**src/rtl/sseg_scan_decoder.sv**
```systemverilog
// sseg_scan_decoder
// Watches a time-multiplexed, active-low 7-segment bus (anodes plus abcdefg
// cathodes) and recovers the hex value shown on each digit. Once every digit
// has been captured, the recovered digits are published as one frame. A
// stability counter raises 'locked' after STABLE_FRAMES identical frames in a row.
//
// Optional feature macro: SSEG_DP_EN
//   When it is defined, the module adds a decimal-point input 'dp' (active-low)
//   and a 'dp_mask' output. dp takes part in the change detection, is captured
//   per digit and is published with the frame.
module sseg_scan_decoder #(
   parameter int NUM_DIGITS    = 4,
   parameter int SETTLE_CYCLES = 4,
   parameter int STABLE_FRAMES = 2
) (
   input  logic                    clk,
   input  logic                    reset,
   input  logic [NUM_DIGITS-1:0]   an,
   input  logic [6:0]              sseg,
`ifdef SSEG_DP_EN
   input  logic                    dp,
   output logic [NUM_DIGITS-1:0]   dp_mask,
`endif
   output logic [4*NUM_DIGITS-1:0] hex_out,
   output logic [NUM_DIGITS-1:0]   dash_mask,
   output logic [NUM_DIGITS-1:0]   err_mask,
   output logic                    frame_valid,
   output logic                    locked
);

   localparam int IW = (NUM_DIGITS > 1) ? $clog2(NUM_DIGITS) : 1;
   localparam int CW = $clog2(SETTLE_CYCLES + 1);
   localparam int SW = $clog2(STABLE_FRAMES + 1);
`ifdef SSEG_DP_EN
   localparam int PW = 8;
`else
   localparam int PW = 7;
`endif

   typedef enum logic [1:0] {
      IDLE     = 2'd0,
      SETTLE   = 2'd1,
      CAPTURED = 2'd2
   } state_t;

   // Pattern decode: returns {err, dash, nibble}.
   function automatic logic [5:0] decode_seg(input logic [6:0] seg);
      logic [5:0] r;
      case (seg)
         7'b0000001: r = {2'b00, 4'h0};
         7'b1001111: r = {2'b00, 4'h1};
         7'b0010010: r = {2'b00, 4'h2};
         7'b0000110: r = {2'b00, 4'h3};
         7'b1001100: r = {2'b00, 4'h4};
         7'b0100100: r = {2'b00, 4'h5};
         7'b0100000: r = {2'b00, 4'h6};
         7'b0001111: r = {2'b00, 4'h7};
         7'b0000000: r = {2'b00, 4'h8};
         7'b0000100: r = {2'b00, 4'h9};
         7'b0001000: r = {2'b00, 4'hA};
         7'b1100000: r = {2'b00, 4'hB};
         7'b0110001: r = {2'b00, 4'hC};
         7'b1000010: r = {2'b00, 4'hD};
         7'b0110000: r = {2'b00, 4'hE};
         7'b0111000: r = {2'b00, 4'hF};
         7'b1111110: r = {2'b01, 4'h0};
         default:    r = {2'b10, 4'h0};
      endcase
      return r;
   endfunction

   // Position of the (single) low anode bit.
   function automatic logic [IW-1:0] digit_index(input logic [NUM_DIGITS-1:0] an_v);
      logic [IW-1:0] idx;
      idx = '0;
      for (int i = 0; i < NUM_DIGITS; i++) begin
         if (!an_v[i]) idx = IW'(i);
      end
      return idx;
   endfunction

   // Synchronizer, previous-cycle copies
   logic [PW-1:0]         pat_in;
   logic [NUM_DIGITS-1:0] an_m_q,  an_m_d;
   logic [NUM_DIGITS-1:0] an_s_q,  an_s_d;
   logic [NUM_DIGITS-1:0] an_p_q,  an_p_d;
   logic [PW-1:0]         pat_m_q, pat_m_d;
   logic [PW-1:0]         pat_s_q, pat_s_d;
   logic [PW-1:0]         pat_p_q, pat_p_d;

   // Capture FSM and shadow frame
   state_t                  state_q,     state_d;
   logic [CW-1:0]           cnt_q,       cnt_d;
   logic [NUM_DIGITS-1:0]   seen_q,      seen_d;
   logic [4*NUM_DIGITS-1:0] hex_sh_q,    hex_sh_d;
   logic [NUM_DIGITS-1:0]   dash_sh_q,   dash_sh_d;
   logic [NUM_DIGITS-1:0]   err_sh_q,    err_sh_d;

   // Published frame and lock tracking
   logic [4*NUM_DIGITS-1:0] hex_out_q,   hex_out_d;
   logic [NUM_DIGITS-1:0]   dash_out_q,  dash_out_d;
   logic [NUM_DIGITS-1:0]   err_out_q,   err_out_d;
   logic                    fv_q,        fv_d;
   logic [SW-1:0]           stable_q,    stable_d;
   logic                    locked_q,    locked_d;
   logic                    has_frame_q, has_frame_d;

`ifdef SSEG_DP_EN
   logic [NUM_DIGITS-1:0]   dp_sh_q,     dp_sh_d;
   logic [NUM_DIGITS-1:0]   dp_out_q,    dp_out_d;
`endif

   logic                    an_ok;
   logic                    bus_chg;
   logic [IW-1:0]           idx;
   logic [5:0]              dec;
   logic                    do_sample;
   logic                    same_frame;

`ifdef SSEG_DP_EN
   assign pat_in = {dp, sseg};
`else
   assign pat_in = sseg;
`endif

   // Two-flop synchronizer plus one extra stage for change detection.
   always_comb begin
      an_m_d  = an;
      an_s_d  = an_m_q;
      an_p_d  = an_s_q;
      pat_m_d = pat_in;
      pat_s_d = pat_m_q;
      pat_p_d = pat_s_q;
   end

   assign an_ok   = $onehot(~an_s_q);
   assign bus_chg = (an_s_q != an_p_q) || (pat_s_q != pat_p_q);
   assign idx     = digit_index(an_s_q);
   assign dec     = decode_seg(pat_s_q[6:0]);

   // Next-state for the dwell FSM, shadow capture and frame publication.
   always_comb begin
      state_d     = state_q;
      cnt_d       = cnt_q;
      seen_d      = seen_q;
      hex_sh_d    = hex_sh_q;
      dash_sh_d   = dash_sh_q;
      err_sh_d    = err_sh_q;
      hex_out_d   = hex_out_q;
      dash_out_d  = dash_out_q;
      err_out_d   = err_out_q;
      fv_d        = 1'b0;
      stable_d    = stable_q;
      locked_d    = locked_q;
      has_frame_d = has_frame_q;
      do_sample   = 1'b0;
      same_frame  = 1'b0;
`ifdef SSEG_DP_EN
      dp_sh_d     = dp_sh_q;
      dp_out_d    = dp_out_q;
`endif

      // Dwell tracking: the count is the number of consecutive synchronized
      // cycles the bus has held its current value with a valid anode.
      case (state_q)
         IDLE: begin
            if (an_ok) begin
               state_d = SETTLE;
               cnt_d   = CW'(1);
            end
         end
         SETTLE: begin
            if (!an_ok) begin
               state_d = IDLE;
               cnt_d   = '0;
            end else if (bus_chg) begin
               cnt_d   = CW'(1);
            end else begin
               cnt_d   = cnt_q + CW'(1);
            end
         end
         CAPTURED: begin
            if (!an_ok) begin
               state_d = IDLE;
               cnt_d   = '0;
            end else if (bus_chg) begin
               state_d = SETTLE;
               cnt_d   = CW'(1);
            end
         end
         default: begin
            state_d = IDLE;
            cnt_d   = '0;
         end
      endcase

      // One sample per dwell: taking it parks the FSM in CAPTURED until the
      // bus moves again.
      if (state_d == SETTLE && cnt_d >= CW'(SETTLE_CYCLES)) begin
         do_sample = 1'b1;
         state_d   = CAPTURED;
         cnt_d     = '0;
      end

      if (do_sample) begin
         hex_sh_d[{idx, 2'b00} +: 4] = dec[3:0];
         dash_sh_d[idx]              = dec[4];
         err_sh_d[idx]               = dec[5];
`ifdef SSEG_DP_EN
         dp_sh_d[idx]                = ~pat_s_q[7];
`endif
         seen_d[idx]                 = 1'b1;
      end

      // Frame complete: publish the shadow and update the stability count
      // against the previously published frame.
      if (do_sample && (&seen_d)) begin
         same_frame = has_frame_q
                      && (hex_sh_d  == hex_out_q)
                      && (dash_sh_d == dash_out_q)
`ifdef SSEG_DP_EN
                      && (dp_sh_d   == dp_out_q)
`endif
                      && (err_sh_d  == err_out_q);
         hex_out_d   = hex_sh_d;
         dash_out_d  = dash_sh_d;
         err_out_d   = err_sh_d;
`ifdef SSEG_DP_EN
         dp_out_d    = dp_sh_d;
`endif
         fv_d        = 1'b1;
         seen_d      = '0;
         has_frame_d = 1'b1;
         if (same_frame) begin
            if (stable_q < SW'(STABLE_FRAMES)) stable_d = stable_q + SW'(1);
         end else begin
            stable_d = SW'(1);
         end
         locked_d = (stable_d >= SW'(STABLE_FRAMES));
      end
   end

   // State registers; reset returns the bus copies to the idle (all-high) level.
   always_ff @(posedge clk or posedge reset) begin
      if (reset) begin
         an_m_q      <= '1;
         an_s_q      <= '1;
         an_p_q      <= '1;
         pat_m_q     <= '1;
         pat_s_q     <= '1;
         pat_p_q     <= '1;
         state_q     <= IDLE;
         cnt_q       <= '0;
         seen_q      <= '0;
         hex_sh_q    <= '0;
         dash_sh_q   <= '0;
         err_sh_q    <= '0;
         hex_out_q   <= '0;
         dash_out_q  <= '0;
         err_out_q   <= '0;
         fv_q        <= 1'b0;
         stable_q    <= '0;
         locked_q    <= 1'b0;
         has_frame_q <= 1'b0;
`ifdef SSEG_DP_EN
         dp_sh_q     <= '0;
         dp_out_q    <= '0;
`endif
      end else begin
         an_m_q      <= an_m_d;
         an_s_q      <= an_s_d;
         an_p_q      <= an_p_d;
         pat_m_q     <= pat_m_d;
         pat_s_q     <= pat_s_d;
         pat_p_q     <= pat_p_d;
         state_q     <= state_d;
         cnt_q       <= cnt_d;
         seen_q      <= seen_d;
         hex_sh_q    <= hex_sh_d;
         dash_sh_q   <= dash_sh_d;
         err_sh_q    <= err_sh_d;
         hex_out_q   <= hex_out_d;
         dash_out_q  <= dash_out_d;
         err_out_q   <= err_out_d;
         fv_q        <= fv_d;
         stable_q    <= stable_d;
         locked_q    <= locked_d;
         has_frame_q <= has_frame_d;
`ifdef SSEG_DP_EN
         dp_sh_q     <= dp_sh_d;
         dp_out_q    <= dp_out_d;
`endif
      end
   end

   assign hex_out     = hex_out_q;
   assign dash_mask   = dash_out_q;
   assign err_mask    = err_out_q;
   assign frame_valid = fv_q;
   assign locked      = locked_q;
`ifdef SSEG_DP_EN
   assign dp_mask     = dp_out_q;
`endif

endmodule

```
**config.mk**
```make
export PLATFORM = sky130hd
export DESIGN_NAME = sseg_scan_decoder
export DESIGN_NICKNAME = d
export VERILOG_FILES = /design/src/rtl/sseg_scan_decoder.sv
export SDC_FILE = /design/constraint.sdc
export NUM_CORES = 1
export LEC_CHECK = 0
export CORE_MARGIN = 3
export CORE_UTILIZATION = 55
export DETAILED_ROUTE_END_ITERATION = 8
export PLACE_DENSITY = 0.76
export SLEW_MARGIN = 30
export SYNTH_ARGS = -nofsm -noshare
export SYNTH_HDL_FRONTEND = slang
export SYNTH_SLANG_ARGS = --single-unit
```
**constraint.sdc**
```tcl
create_clock -name clk -period 6.8 [get_ports clk]
set_input_delay 1.02 -clock clk [delete_from_list [all_inputs] [get_ports clk]]
set_output_delay 1.02 -clock clk [all_outputs]
set_load 0.02 [all_outputs]
```
# Word level (Yosys, flattened, before mapping)
# Cells that the tools add are included.
# word_totals
elab_cells	101
ff_bits	95
output_inout_bits	26
# classes
order_cmp	5
eq_ne	25
reduce_logical	10
n_mux	32
n_shift	2
add_sub_neg	6
n_bitwise	2
# op_table
op	n
$pmux W6 S17	1
$eq A7 B6 Y1 const B	5
$eq A7 B7 Y1 const B	5
$mux W2	10
$mux W3	6
$bwmux W16	1
$eq A16 B16 Y1	1
$mux W16	1
$mux W4	4
$shift A4 B6 Y16 const A	1
$shiftx A4 B6 Y16	1
$eq A7 B3 Y1 const B	2
$eq A7 B4 Y1 const B	2
$pmux W3 S3	1
$bwmux W4	2
$eq A4 B4 Y1	2
$eq A7 B1 Y1 const B	1
$eq A7 B5 Y1 const B	1
$logic_not A7 Y1	1
$ne A7 B7 Y1	1
$logic_and A1 B1 Y1	6
$neg A4 Y6	1
$pmux W2 S3	1
$add A1 B1 Y2	2
other kinds (19)	23

# Depth between registers and ports, before layout
# logic_depth
word_depth	17
mapped_depth	13
depth_no_buf	13

# Worst setup path before layout
# No wires, ideal clock.
# synth_path
path_kind	register to register
startpoint	reg an_s_q[1] (netlist: an_p_d[1])
endpoint	reg locked_q (netlist: locked)
setup_time_ns	0.066
stages_incl_launch_ff	14
path_buffers	0
path_slack_ns	2.775
arrival_time_ns	3.958
path_cell_list	dfstp_2 fa_1 inv_1 ha_1 ha_1 nor4b_2 nand4_1 nor4_4 mux2i_1 xnor2_1 a2111oi_2 nand4_1 or4_4 nand2_1
# synth_between
elab_chain_cells	17
elab_cells_between_ends	51
classes_between	add/sub (3); order compare (4); eq/ne (6); shift (2); mux (26); bitwise (2); reduce/logical (8)
# synth_rtl
item	line	rtl
from (decl)	85	logic [NUM_DIGITS-1:0] an_s_q, an_s_d;
from (signal assigned)	271	an_s_q <= an_s_d;
$not A4 Y4	136	assign an_ok = $onehot(~an_s_q);
$add A1 B1 Y2 (implied by the code)	136	
$add A2 B2 Y3 (implied by the code)	136	
$eq A3 B1 Y1	136	
$mux W3 (tied with other cells)	183	if (!an_ok) begin
$pmux W3 S3 or $pmux W2 S3 (tied branches)	165	case (state_q)
$ge A3 B3 Y1 or $eq A2 B1 Y1 (tied branches)	199	if (state_d == SETTLE && cnt_d >= CW'(SETTLE_CYCLES)) begin
$logic_and A1 B1 Y1	199	
$mux W1	199	
$mux W16	205	if (do_sample) begin
$eq A16 B16 Y1	219	&& (hex_sh_d == hex_out_q)
$logic_and A1 B1 Y1	219	
$logic_and A1 B1 Y1	220	&& (dash_sh_d == dash_out_q)
$logic_and A1 B1 Y1	218	same_frame = has_frame_q
$mux W2	234	if (same_frame) begin
$mux W2	217	if (do_sample && (&seen_d)) begin
$ge A2 B2 Y1	239	locked_d = (stable_d >= SW'(STABLE_FRAMES));
to (signal assigned)	287	locked_q <= locked_d;
to (decl)	105	logic locked_q, locked_d;
# Parallel ways exist; a longest one is shown, timed or not. The select of a mux whose other input is x is not followed.
# A chain may end at the register's enable or synchronous reset.

# Final worst setup path
# layout_path
startpoint	reg an_s_q[3] (netlist: an_p_d[3])
endpoint	reg locked_q (netlist: locked)
# Same word-level chain as after synthesis.

==> qor.txt <==
STA
-----------------------------------------------------------------------------------------------
Final total negative setup slack .................................................         0 ns
Period minus WS final ............................................................      4.80 ns
Final setup violation count ......................................................            0
Transition time at the pin with the least slew margin ............................     0.929 ns
Count of endpoints failing hold in the final timing report .......................            0
Final max-slew violation count ...................................................            0
Ratio of final minimum period to clock period ....................................        70.5%
Worst-case headroom to the max-slew limit ........................................        37.8%
Worst Setup Slack, final .........................................................      2.00 ns
RSZ-0062 raised after global routing .............................................           no
Achievable clock frequency .......................................................      209 MHz
Final clock skew .................................................................   0.00889 ns

PWR
-----------------------------------------------------------------------------------------------
Psw ..............................................................................       244 uW
Sequential group share of total power ............................................        59.3%
Switching share of power .........................................................        23.8%
Clock network fraction of design power ...........................................        34.3%
Leakage power summed over all cells ..............................................      2.29 nW
Total chip power .................................................................      1.02 mW
Internal portion of total power ..................................................       780 uW
Power per cell area ..............................................................   200 nW/um2
Worst voltage drop across the vdd grid ...........................................     0.144 mV
Combinational Power Share ........................................................         6.4%

SETUP PATH
-----------------------------------------------------------------------------------------------
Launch instance of the worst register-to-register path ...........................    an_p_d[3]
R2r setup slk ....................................................................      2.00 ns
Sort of element at the start of the critical path ................................         flop
Slowest cell delay on critical path ..............................................      0.68 ns
Series of cell instances along the critical path ................................. fa_1 -> inv_1 -> ha_1 -> ha_1 -> nor4b_2 -> nand4_1 -> nor4_4 -> mux2i_1 -> xnor2_1 -> nor4_1 -> nand4_1 -> or4_4 -> nand2_1
Largest fanout on the critical path ..............................................           15
Number of cells on the worst reg-to-reg path .....................................           13
Endpoint of the worst-slack reg-to-reg timing path ...............................       locked
Type of element capturing the critical path ......................................         flop
Type of the setup path with the least slack ......................................      reg2reg
Buffer and inverter count on the worst path ......................................            1
Slowest cell on the critical path ................................................      dfstp_2
Critical path destination ........................................................       locked
Worst setup path startpoint ......................................................    an_p_d[3]
Required time at the endpoint of the critical path ...............................      7.10 ns
Crit path depth ..................................................................           13
Largest delay share family, worst path ........................................... simple AND/OR/NAND/NOR gates
Worst path arrival time ..........................................................      5.09 ns

FINISH
-----------------------------------------------------------------------------------------------
Synthesis-to-finish area growth ..................................................        14.1%
Proportion of layout cells with a drive suffix above 1 ...........................        14.4%
Count of nets after finishing ....................................................          471
Ant diodes .......................................................................            0

MIN PATH
-----------------------------------------------------------------------------------------------
Path category of the worst min-delay check .......................................      reg2reg

PLACED DESIGN
-----------------------------------------------------------------------------------------------
Post-detailed-placement half-perimeter wirelength ................................      6450 um
Port Buffers .....................................................................           38
Gpl congestion ...................................................................        0.870
Pre-CTS setup slack ..............................................................      2.02 ns

CLOCKING
-----------------------------------------------------------------------------------------------
Clock input transition at the sequential cells of the worst setup and hold paths .      0.09 ns
Post-cts hold buffer count .......................................................            0
Count of instances resized after the clock tree is built .........................            0
Worst-case clock buffer depth ....................................................            2
Clk Latency, worst-skew pair .....................................................      0.35 ns
Post-CTS setup buffers ...........................................................            0
Number of buffers added by the clock tree synthesis step .........................            9
Total number of clock tree sinks .................................................           95
# H-tree levels ..................................................................            3
TritonCTS clock tree .............................................................        built
Cell at the root of the clock tree ...............................................     clkbuf_8

SYNTH
-----------------------------------------------------------------------------------------------
Synth Instances ..................................................................          419
Dominant register cell in the synthesized netlist ................................      dfrtp_1
Post-synth EDFFs .................................................................            0
Cell Area, Synth .................................................................     4500 um2
Total number of yosys warnings ...................................................            0
Flip-flop and latch count after synthesis ........................................           95
Register area share after synthesis ..............................................        53.8%
Post-synthesis async set-or-reset flop share .....................................         100%
Mean instance size in the synthesized netlist ....................................     10.7 um2
Synthesized netlist net count ....................................................          437
Distinct cells, synth ............................................................           55

ROUTING
-----------------------------------------------------------------------------------------------
Initial drt markers ..............................................................          160
Via count ........................................................................         3178
Residual DRC .....................................................................            0
DR pass1 iterations ..............................................................            5
Detail Route Antenna Nets ........................................................            0
Total wire length after detailed routing .........................................      9210 um
Wirelength per Cell ..............................................................      16.5 um
Via-per-instance ratio ...........................................................         5.69

FLOORPLANNING
-----------------------------------------------------------------------------------------------
Starting Density .................................................................        57.3%
Core Footprint ...................................................................     7850 um2
Width of the die .................................................................      96.4 um
Die outline height ...............................................................      96.4 um
Total number of placement rows ...................................................           32
Num ports ........................................................................           39
Total Die Area ...................................................................     9290 um2

RUN
-----------------------------------------------------------------------------------------------
Max-cap check violation count ....................................................            0

GRT
-----------------------------------------------------------------------------------------------
Number of global-route vias before repair ........................................         3074
Initial antenna violation count ..................................................            0
Overflow after GRT ...............................................................            0
Maximum number of pins on one net before global-route repair .....................           54
Total GRT Usage ..................................................................        21.9%
Wire length of the first global-routing pass .....................................     15500 um

RUN STATUS
-----------------------------------------------------------------------------------------------
Run status ....................................................................... finished clean

## sequential cells by signal (all words and copies together) (netlist names), 2 cells and up
name       cells
dash_sh_q      4
err_mask       4
an_p_q         4
cnt_q          3
an_m_q         4
pat_m_q        7
pat_p_q        7
err_sh_q       4
state_q        2
stable_q       2
an_p_d         4
seen_q         4
hex_sh_q      16
dash_mask      4
pat_p_d        7
hex_out       16
## how the worst min path moves through the flow
stage / from / end / cells after the start
finish: pat_m_q[5] / pat_p_d[5] / 0
floorplan: an_m_q[0] / an_p_d[0] / 0
global placement: pat_m_q[0] / pat_p_d[0] / 0
global route: pat_m_q[3] / pat_p_d[3] / 0
detailed placement: pat_m_q[1] / pat_p_d[1] / 0
CTS: pat_m_q[3] / pat_p_d[3] / 0
## cells by family after synthesis
group	Yosys count	share of synthesized area (%)
and+or+nand+nor	153	19.8
AOI/OAI and AO/OA	64	9.16
adders and majority gates	5	1.56
DFF	95	53.8
muxes	23	5.23
xor gates and xnor gates	33	6.43
buffers and inverters	46	4.04
## power by group through the flow
stage	logic (mW)	clock network (mW)	registers, mW
detailed placement	0.0657	0	0.617
floorplan	0.0562	0	0.605
global placement	0.0638	0	0.617
finish	0.0652	0.351	0.607
CTS	0.0660	0.362	0.607
global route	0.0739	0.387	0.611
## synth_stat cells, types with 3 or more instances
library cell	n	share of area [%]
a21oi_1	6	0.67
a22oi_1	3	0.50
and2_1	3	0.42
and3_1	4	0.56
and3b_1	4	0.78
clkbuf_1	16	1.3
dfrtp_1	62	35
dfstp_2	33	19
ha_1	4	1.1
inv_1	28	2.3
mux2_2	4	1.0
mux2i_1	19	4.2
nand2_1	39	3.3
nand3_1	7	0.78
nand4_1	9	1.3
nand4b_1	3	0.58
nor2_1	27	2.3
nor2b_1	8	1.1
nor3_1	9	1.0
nor3b_1	5	0.84
nor4_1	9	1.3
nor4_4	3	1.4
nor4bb_1	3	0.67
o211ai_1	8	1.3
o21ai_0	30	3.3
or3_1	5	0.70
xnor2_1	16	3.1
xor2_1	17	3.3
## cell usage in the layout (no fill, tap or decap), types with 3 or more instances in the layout
| cell | Yosys | final |
|---|---|---|
| xnor2_1 | 16 | 16 |
| o21ai_0 | 30 | 30 |
| nor4_1 | 9 | 9 |
| or3_1 | 5 | 5 |
| a22oi_1 | 3 | 3 |
| mux2_2 | 4 | 4 |
| ha_1 | 4 | 4 |
| buf_4 | 0 | 3 |
| inv_1 | 28 | 27 |
| nand2_1 | 39 | 39 |
| and3b_1 | 4 | 4 |
| o211ai_1 | 8 | 8 |
| clkdlybuf4s50_1 | 0 | 38 |
| xor2_1 | 17 | 17 |
| nor3_1 | 9 | 9 |
| nand4b_1 | 3 | 3 |
| nor3b_1 | 5 | 5 |
| a21oi_1 | 6 | 6 |
| nor2_1 | 27 | 27 |
| nor2b_1 | 8 | 8 |
| nor4_4 | 3 | 3 |
| nor4bb_1 | 3 | 3 |
| dfrtp_1 | 62 | 62 |
| nand3_1 | 7 | 7 |
| nand4_1 | 9 | 9 |
| dfstp_2 | 33 | 33 |
| and3_1 | 4 | 4 |
| and2_1 | 3 | 3 |
| mux2i_1 | 19 | 19 |
| clkinv_2 | 0 | 3 |
| clkbuf_8 | 0 | 9 |
## stage by stage
step | instance area (um2) | hold WS, ns | util, % | std cells
floorplan | 4500 | 0.345 | - | 419
CTS | 5130 | 0.360 | 65.4 | 559
global route | 5130 | 0.364 | 65.4 | 559
finish | 5130 | 0.359 | 65.4 | 559
global placement | 4950 | 0.345 | 63.1 | 544
detailed placement | 4950 | 0.347 | 63.1 | 544
## metal layers
metal  vias to the layer above  routed length [um]  track usage [%]  share of wire (%)
met3                        10                 382             3.72                4.1
met1                      1561                4320             31.6                 47
met5                         -                   0                0                  0
li1                       1529                   -                -                  -
met2                        78                4400             34.2                 48
met4                         0                 104             6.89                1.1
## layout make-up
cell class / count / area, um2
clock inverter: 4 / 47.5
sequential: 95 / 2420
timing repair buffer: 41 / 403
clock buffer: 11 / 131
inverter: 28 / 106
tap: 102 / 128
multi-input combinational: 278 / 1900
fill: 654 / 2720
Note: power is estimated with default switching activity, not from simulation.
